<file path="src/rtl/sig_field_parser_pkg.sv">
// Shared definitions for the SIGNAL field parser: FSM states, field map,
// error-code bit indices and the RATE -> data-bits-per-symbol table.
package sig_field_parser_pkg;

    typedef enum logic [2:0] {
        S_IDLE,
        S_COLLECT,
        S_CHECK,
        S_DIV,
        S_DONE
    } state_t;

    localparam int SIG_BITS = 24;
    localparam int RSVD_BIT = 4;
    localparam int LEN_LSB  = 5;
    localparam int LEN_MSB  = 16;
    localparam int PAR_BIT  = 17;
    localparam int TAIL_LSB = 18;
    localparam int TAIL_MSB = 23;

    localparam int ERR_PARITY = 0;
    localparam int ERR_RATE   = 1;
    localparam int ERR_TAIL   = 2;
    localparam int ERR_LEN    = 3;

    localparam logic [3:0] RATE_6M  = 4'b1101;
    localparam logic [3:0] RATE_9M  = 4'b1111;
    localparam logic [3:0] RATE_12M = 4'b0101;
    localparam logic [3:0] RATE_18M = 4'b0111;
    localparam logic [3:0] RATE_24M = 4'b1001;
    localparam logic [3:0] RATE_36M = 4'b1011;
    localparam logic [3:0] RATE_48M = 4'b0001;
    localparam logic [3:0] RATE_54M = 4'b0011;

    // Zero marks an illegal RATE code, so the table doubles as the validity check.
    function automatic logic [7:0] ndbps_of(input logic [3:0] rate);
        case (rate)
            RATE_6M:  ndbps_of = 8'd24;
            RATE_9M:  ndbps_of = 8'd36;
            RATE_12M: ndbps_of = 8'd48;
            RATE_18M: ndbps_of = 8'd72;
            RATE_24M: ndbps_of = 8'd96;
            RATE_36M: ndbps_of = 8'd144;
            RATE_48M: ndbps_of = 8'd192;
            RATE_54M: ndbps_of = 8'd216;
            default:  ndbps_of = 8'd0;
        endcase
    endfunction

endpackage

</file>
<file path="src/rtl/sig_field_parser_div.sv">
// Restoring 16/8 divider, one quotient bit per clock; o_done flags the edge
// on which the final (16th) iteration completes.
module sfp_div (
    input  logic        clk,
    input  logic        rst_n,
    input  logic        i_start,
    input  logic [15:0] i_dividend,
    input  logic [7:0]  i_divisor,
    output logic [15:0] o_quotient,
    output logic [7:0]  o_remainder,
    output logic        o_done
);
    logic [15:0] r_q;
    logic [7:0]  r_rem;
    logic [7:0]  r_d;
    logic [4:0]  r_cnt;

    logic [8:0]  w_sh;
    logic        w_ge;
    logic [8:0]  w_diff;

    assign w_sh   = {r_rem, r_q[15]};
    assign w_ge   = (w_sh >= {1'b0, r_d});
    assign w_diff = w_sh - {1'b0, r_d};

    always_ff @(posedge clk or negedge rst_n) begin
        if (!rst_n) begin
            r_q   <= '0;
            r_rem <= '0;
            r_d   <= '0;
            r_cnt <= '0;
        end else if (i_start) begin
            r_q   <= i_dividend;
            r_rem <= '0;
            r_d   <= i_divisor;
            r_cnt <= 5'd16;
        end else if (r_cnt != 5'd0) begin
            // Partial remainder stays below the divisor, so 8 bits always hold it.
            r_q   <= {r_q[14:0], w_ge};
            r_rem <= w_ge ? w_diff[7:0] : w_sh[7:0];
            r_cnt <= r_cnt - 5'd1;
        end
    end

    assign o_quotient  = r_q;
    assign o_remainder = r_rem;
    assign o_done      = (r_cnt == 5'd1);

endmodule

</file>
<file path="src/rtl/sig_field_parser.sv">
// Collects the 24-bit SIGNAL field, validates it and derives N_DBPS and the
// DATA-field symbol count ceil((8*LENGTH + OVH_BITS) / N_DBPS).
module sig_field_parser
    import sig_field_parser_pkg::*;
#(
    parameter int OVH_BITS = 22
) (
    input  logic        clk,
    input  logic        rst_n,
    input  logic        sof,
    input  logic        di,
    input  logic        di_vld,
    output logic [3:0]  do_rate,
    output logic [11:0] do_len,
    output logic [7:0]  do_ndbps,
    output logic [10:0] do_nsym,
    output logic        do_vld,
    output logic        do_err,
    output logic [3:0]  do_err_code,
    output logic        busy
);
    state_t r_state, w_nxt;

    logic [4:0]          r_cnt;
    logic [SIG_BITS-1:0] r_sig;

    logic [3:0]  w_rate;
    logic [11:0] w_len;
    logic [7:0]  w_ndbps;
    logic [3:0]  w_code;
    logic        w_pass;
    logic        w_start;
    logic [15:0] w_dividend;
    logic [15:0] w_quot;
    logic [7:0]  w_rem;
    logic        w_div_done;

    // R1 is the first bit received but the MSB of the reported RATE.
    assign w_rate  = {r_sig[0], r_sig[1], r_sig[2], r_sig[3]};
    assign w_len   = r_sig[LEN_MSB:LEN_LSB];
    assign w_ndbps = ndbps_of(w_rate);

    always_comb begin
        w_code             = '0;
        w_code[ERR_PARITY] = ^r_sig[PAR_BIT:0];
        w_code[ERR_RATE]   = (w_ndbps == 8'd0) | r_sig[RSVD_BIT];
        w_code[ERR_TAIL]   = |r_sig[TAIL_MSB:TAIL_LSB];
        w_code[ERR_LEN]    = (w_len == 12'd0);
    end

    assign w_pass     = (w_code == 4'd0);
    assign w_start    = (r_state == S_CHECK) && w_pass && !sof;
    assign w_dividend = {1'b0, w_len, 3'b000} + 16'(OVH_BITS);

    sfp_div u_div (
        .clk        (clk),
        .rst_n      (rst_n),
        .i_start    (w_start),
        .i_dividend (w_dividend),
        .i_divisor  (w_ndbps),
        .o_quotient (w_quot),
        .o_remainder(w_rem),
        .o_done     (w_div_done)
    );

    always_ff @(posedge clk or negedge rst_n) begin
        if (!rst_n) r_state <= S_IDLE;
        else        r_state <= w_nxt;
    end

    always_comb begin
        w_nxt = r_state;
        case (r_state)
            S_IDLE:    if (sof) w_nxt = S_COLLECT;
            S_COLLECT: if (di_vld && r_cnt == 5'd23) w_nxt = S_CHECK;
            S_CHECK:   w_nxt = w_pass ? S_DIV : S_IDLE;
            S_DIV:     if (w_div_done) w_nxt = S_DONE;
            S_DONE:    w_nxt = S_IDLE;
            default:   w_nxt = S_IDLE;
        endcase
        if (sof) w_nxt = S_COLLECT;
    end

    // A bit arriving with sof belongs to the new frame as bit 0.
    always_ff @(posedge clk or negedge rst_n) begin
        if (!rst_n) begin
            r_cnt <= '0;
            r_sig <= '0;
        end else if (sof) begin
            r_cnt <= {4'b0, di_vld};
            if (di_vld) r_sig[0] <= di;
        end else if (r_state == S_COLLECT && di_vld) begin
            r_sig[r_cnt] <= di;
            r_cnt        <= r_cnt + 5'd1;
        end
    end

    always_ff @(posedge clk or negedge rst_n) begin
        if (!rst_n) begin
            do_rate     <= '0;
            do_len      <= '0;
            do_ndbps    <= '0;
            do_nsym     <= '0;
            do_vld      <= 1'b0;
            do_err      <= 1'b0;
            do_err_code <= '0;
        end else begin
            do_vld <= 1'b0;
            do_err <= 1'b0;
            if (!sof && r_state == S_CHECK) begin
                do_err_code <= w_code;
                do_err      <= !w_pass;
            end
            if (!sof && r_state == S_DONE) begin
                do_rate  <= w_rate;
                do_len   <= w_len;
                do_ndbps <= w_ndbps;
                do_nsym  <= w_quot[10:0] + 11'(w_rem != 8'd0);
                do_vld   <= 1'b1;
            end
        end
    end

    assign busy = (r_state != S_IDLE);

endmodule

</file>
<file path="config.mk">
export PLATFORM = sky130hd
export DESIGN_NAME = sig_field_parser
export DESIGN_NICKNAME = d
export VERILOG_FILES = /design/src/rtl/sig_field_parser_pkg.sv /design/src/rtl/sig_field_parser_div.sv /design/src/rtl/sig_field_parser.sv
export SDC_FILE = /design/constraint.sdc
export NUM_CORES = 1
export LEC_CHECK = 0
export BUFFER_PORTS_ARGS = -buffer_cell sky130_fd_sc_hd__buf_2
export CAP_MARGIN = 25
export CORE_ASPECT_RATIO = 0.6
export CORE_MARGIN = 1.5
export CORE_UTILIZATION = 64
export DETAILED_ROUTE_END_ITERATION = 6
export PLACE_DENSITY = 0.84
export SYNTH_ARGS = -nofsm -noshare
export SYNTH_HDL_FRONTEND = slang
export SYNTH_SLANG_ARGS = --single-unit
</file>
<file path="constraint.sdc">
create_clock -name clk -period 5.1 [get_ports clk]
set_input_delay 0.255 -clock clk [delete_from_list [all_inputs] [get_ports clk]]
set_output_delay 0.255 -clock clk [all_outputs]
set_load 0.1 [all_outputs]
</file>
==> results.sh <==
export IMPL_start_util_pct=67.4
export IMPL_fin_ws_ps=2590
export IMPL_synth_area_um2=5420
export IMPL_cts_root_buf="clkbuf_16"
export IMPL_max_cap_violations=0
export IMPL_synth_warnings=0
export IMPL_grt_pass1_wl_um=18600
export IMPL_ir_worst_vdd_v=0.000243
export IMPL_setup_viol_count_final=0
export IMPL_finalNonFillerCells=649
export IMPL_worstMarginPinSlew_ps=733
export IMPL_grt_pass1_vias=3615
export IMPL_clock_sinks=106
export IMPL_cts_resized=0
export IMPL_clk_path_buf_depth=2
export IMPL_leakage_uw=0.00288
export IMPL_place_inst=631
export IMPL_die_h_um=74.3
export IMPL_synth_area_per_cell_um2=10.9
export IMPL_pin_count=47
export IMPL_initialDrtViolationCount=300
export IMPL_cp_data_required_time_ps=5370
export IMPL_crit_arrival_ps=2780
export IMPL_final_layout_size_suffix_gt1_share_pct=23.1
export IMPL_grt_overflow_total=0
export IMPL_num_nets_final=564
export IMPL_crit_path_end_kind="flop"
export IMPL_p_switching_uw=461
export IMPL_gp_congestion=0.914
export IMPL_final_hold_viol_count=0
export IMPL_grt_max_degree=59
export IMPL_finClkSkew_ps=9.90
export IMPL_slew_viol_final=0
export IMPL_max_freq_mhz=398
export IMPL_hp_start="di_vld"
export IMPL_ys_types=45
export IMPL_final_cell_mix="dfrtp_1 (106), mux2_2 (55), nand2_1 (48)"
export IMPL_p_clk_share_pct=38.5
export IMPL_final_common_cell="dfrtp_1"
export IMPL_whs_ps=201
export IMPL_intPower_uw=1300
export IMPL_worst_path_max_fanout=22
export IMPL_area_growth_pct=11.6
export IMPL_dp_hpwl_um=8100
export IMPL_path_clk_slew_ps=70
export IMPL_track_usage_pct=27.3
export IMPL_antenna_left=0
export IMPL_switching_share_pct=26.1
export IMPL_antenna_found_initial=0
export IMPL_async_flop_share_pct=100
export IMPL_via_per_inst=5.89
export IMPL_dr_pass1_iters=5
export IMPL_layout_min_cycle_time_ps=2510
export IMPL_core_um2=8040
export IMPL_critPathLaunchType="flop"
export IMPL_hp_class="input port to flop"
export IMPL_syn_inst=496
export IMPL_clock_latency_ps=350
export IMPL_ys_seq_elements=106
export IMPL_h_tree_depth=3
export IMPL_placed_area_um2=5720
export IMPL_synth_ff_type="dfrtp_1"
export IMPL_preCtsSetupSlack_ps=2120
export IMPL_power_frac_comb_pct=11.1
export IMPL_synth_edf_count=0
export IMPL_n_fill_cell=537
export IMPL_port_buffers=44
export IMPL_p_per_area_nw_per_um2=291
export IMPL_rows=25
export IMPL_outcome="finished clean"
export IMPL_seq_power_share_pct=50.5
export IMPL_setup_worst_path_class="flop to flop"
export IMPL_drt_wl_total_um=11400
export IMPL_fp_dieArea_um2=9050
export IMPL_drc=0
export IMPL_yosysSeqAreaShare_pct=48.9
export IMPL_cts_buffers=9
export IMPL_r2r_start="r_sig[10]$_DFFE_PN0P_"
export IMPL_fp_dieW_um=122
export IMPL_diodes=0
export IMPL_relSlewSlack_pct=51.1
export IMPL_design_area_um2=6050
export IMPL_crit_start="r_sig[10]$_DFFE_PN0P_"
export IMPL_vias=3821
export IMPL_cts_tree="done"
export IMPL_final_period_utilization_pct=49.3
export IMPL_rsz0062_at_grt="false"
export IMPL_setup_tns_ps=0
export IMPL_wl_per_cell_um=17.6
-- metal layers --
layer / share of wire, % / global-route usage, % / vias up / wire length, um
met4: 0.96 / 6.67 / 0 / 109
li1: - / - / 1801 / -
met2: 44 / 40.9 / 110 / 5040
met1: 50 / 40.8 / 1898 / 5660
met3: 5.3 / 6.13 / 12 / 599
met5: 0 / 0 / - / 0
-- synth_stat cells (2+ instances only) --
cell	number	area (um^2)
a211oi_1	6	45.0
a21oi_1	22	110
a221o_1	2	20.0
a221oi_1	2	17.5
a32oi_1	2	17.5
and2_1	6	37.5
and3_1	8	50.1
buf_1	2	7.51
buf_2	2	10.0
buf_4	4	30.0
clkbuf_1	14	52.6
dfrtp_1	106	2650
ha_1	22	275
inv_1	17	63.8
mux2_2	55	619
mux2i_1	27	270
nand2_1	48	180
nand2b_1	4	25.0
nand3_1	13	65.1
nand3b_1	4	30.0
nand4_1	3	18.8
nor2_1	42	158
nor2b_1	2	12.5
nor3_1	9	45.0
nor3b_1	5	37.5
nor4_1	6	37.5
o21a_1	2	15.0
o21ai_0	9	45.0
or2_2	2	12.5
xnor2_1	19	166
xor2_1	17	149
-- per-stage QoR --
stage          total power [uW]  util, %
6_report                   1760     75.2
3_5_place_dp               1100     71.1
5_1_grt                    1820     75.2
4_1_cts                    1770     74.9
2_1_floorplan              1040        -
3_3_place_gp               1090     71.1
-- worst paths after layout --
check	slack [ps]	cells after the start	endpoint
hold / removal	200	2	r_cnt[0]$_DFFE_PN0P_
setup reg to reg	2590	9	u_div.o_quotient[9]$_DFFE_PN0P_
hold reg to reg	490	2	do_err_code[3]$_DFFE_PN0P_
setup / recovery	2590	9	u_div.o_quotient[9]$_DFFE_PN0P_
min in group asynchronous	450	2	do_len[8]$_DFFE_PN0P_
max in group asynchronous	3510	3	r_state[1]$_DFFE_PN0P_
-- power by group through the flow --
stage / combinational [uW] / clock (uW) / sequential [uW]
after CTS: 195 / 689 / 889
after global routing: 211 / 722 / 892
after detailed placement: 192 / 0 / 904
final: 195 / 678 / 889
after global placement: 187 / 0 / 903
after floorplan: 151 / 0 / 886
-- worst max-delay path, stage by stage (launching register included) --
cell     delay, ps
dfrtp_1        440
ha_1           340
xnor2_1        230
xnor2_1        160
xnor2_1        150
xnor2_1        150
nor3_4         340
buf_16         210
buf_4          190
mux2i_1        200
-- kinds of logic after synthesis --
group | count (synthesis) | share of synthesized area [%]
compound gates | 50 | 5.75
xor+xnor | 36 | 5.82
fa+ha+maj | 23 | 5.45
buf+inv | 40 | 3.23
flops | 106 | 48.9
mux | 83 | 16.6
other cells | 1 | 0.0692
simple gates | 157 | 14.1
-- layout make-up --
cell class                 count  area (um^2)  area share (%)
timing repair buffer          51          298            4.92
sequential                   106         2650            43.9
clock buffer                  13          270            4.47
inverter                      17         63.8            1.06
clock inverter                 3         22.5           0.372
tap                          108          135            2.23
multi-input combinational    351         2610            43.1
-- flip-flops by register name, summed over array words and instances, names as in the netlist, 5 cells and up --
signal	cells
do_nsym	11
do_ndbps	6
u_div.r_cnt	5
r_sig	24
do_len	12
r_cnt	5
u_div.o_remainder	8
u_div.r_d	6
u_div.o_quotient	16
-- timing repair --
item / 4_1_cts / 5_1_grt
buffers inserted: 0 / 0
hold buffers: 1 / 0
endpoints found under the hold margin: 48 / 0
(Power assumes the default switching activity.)
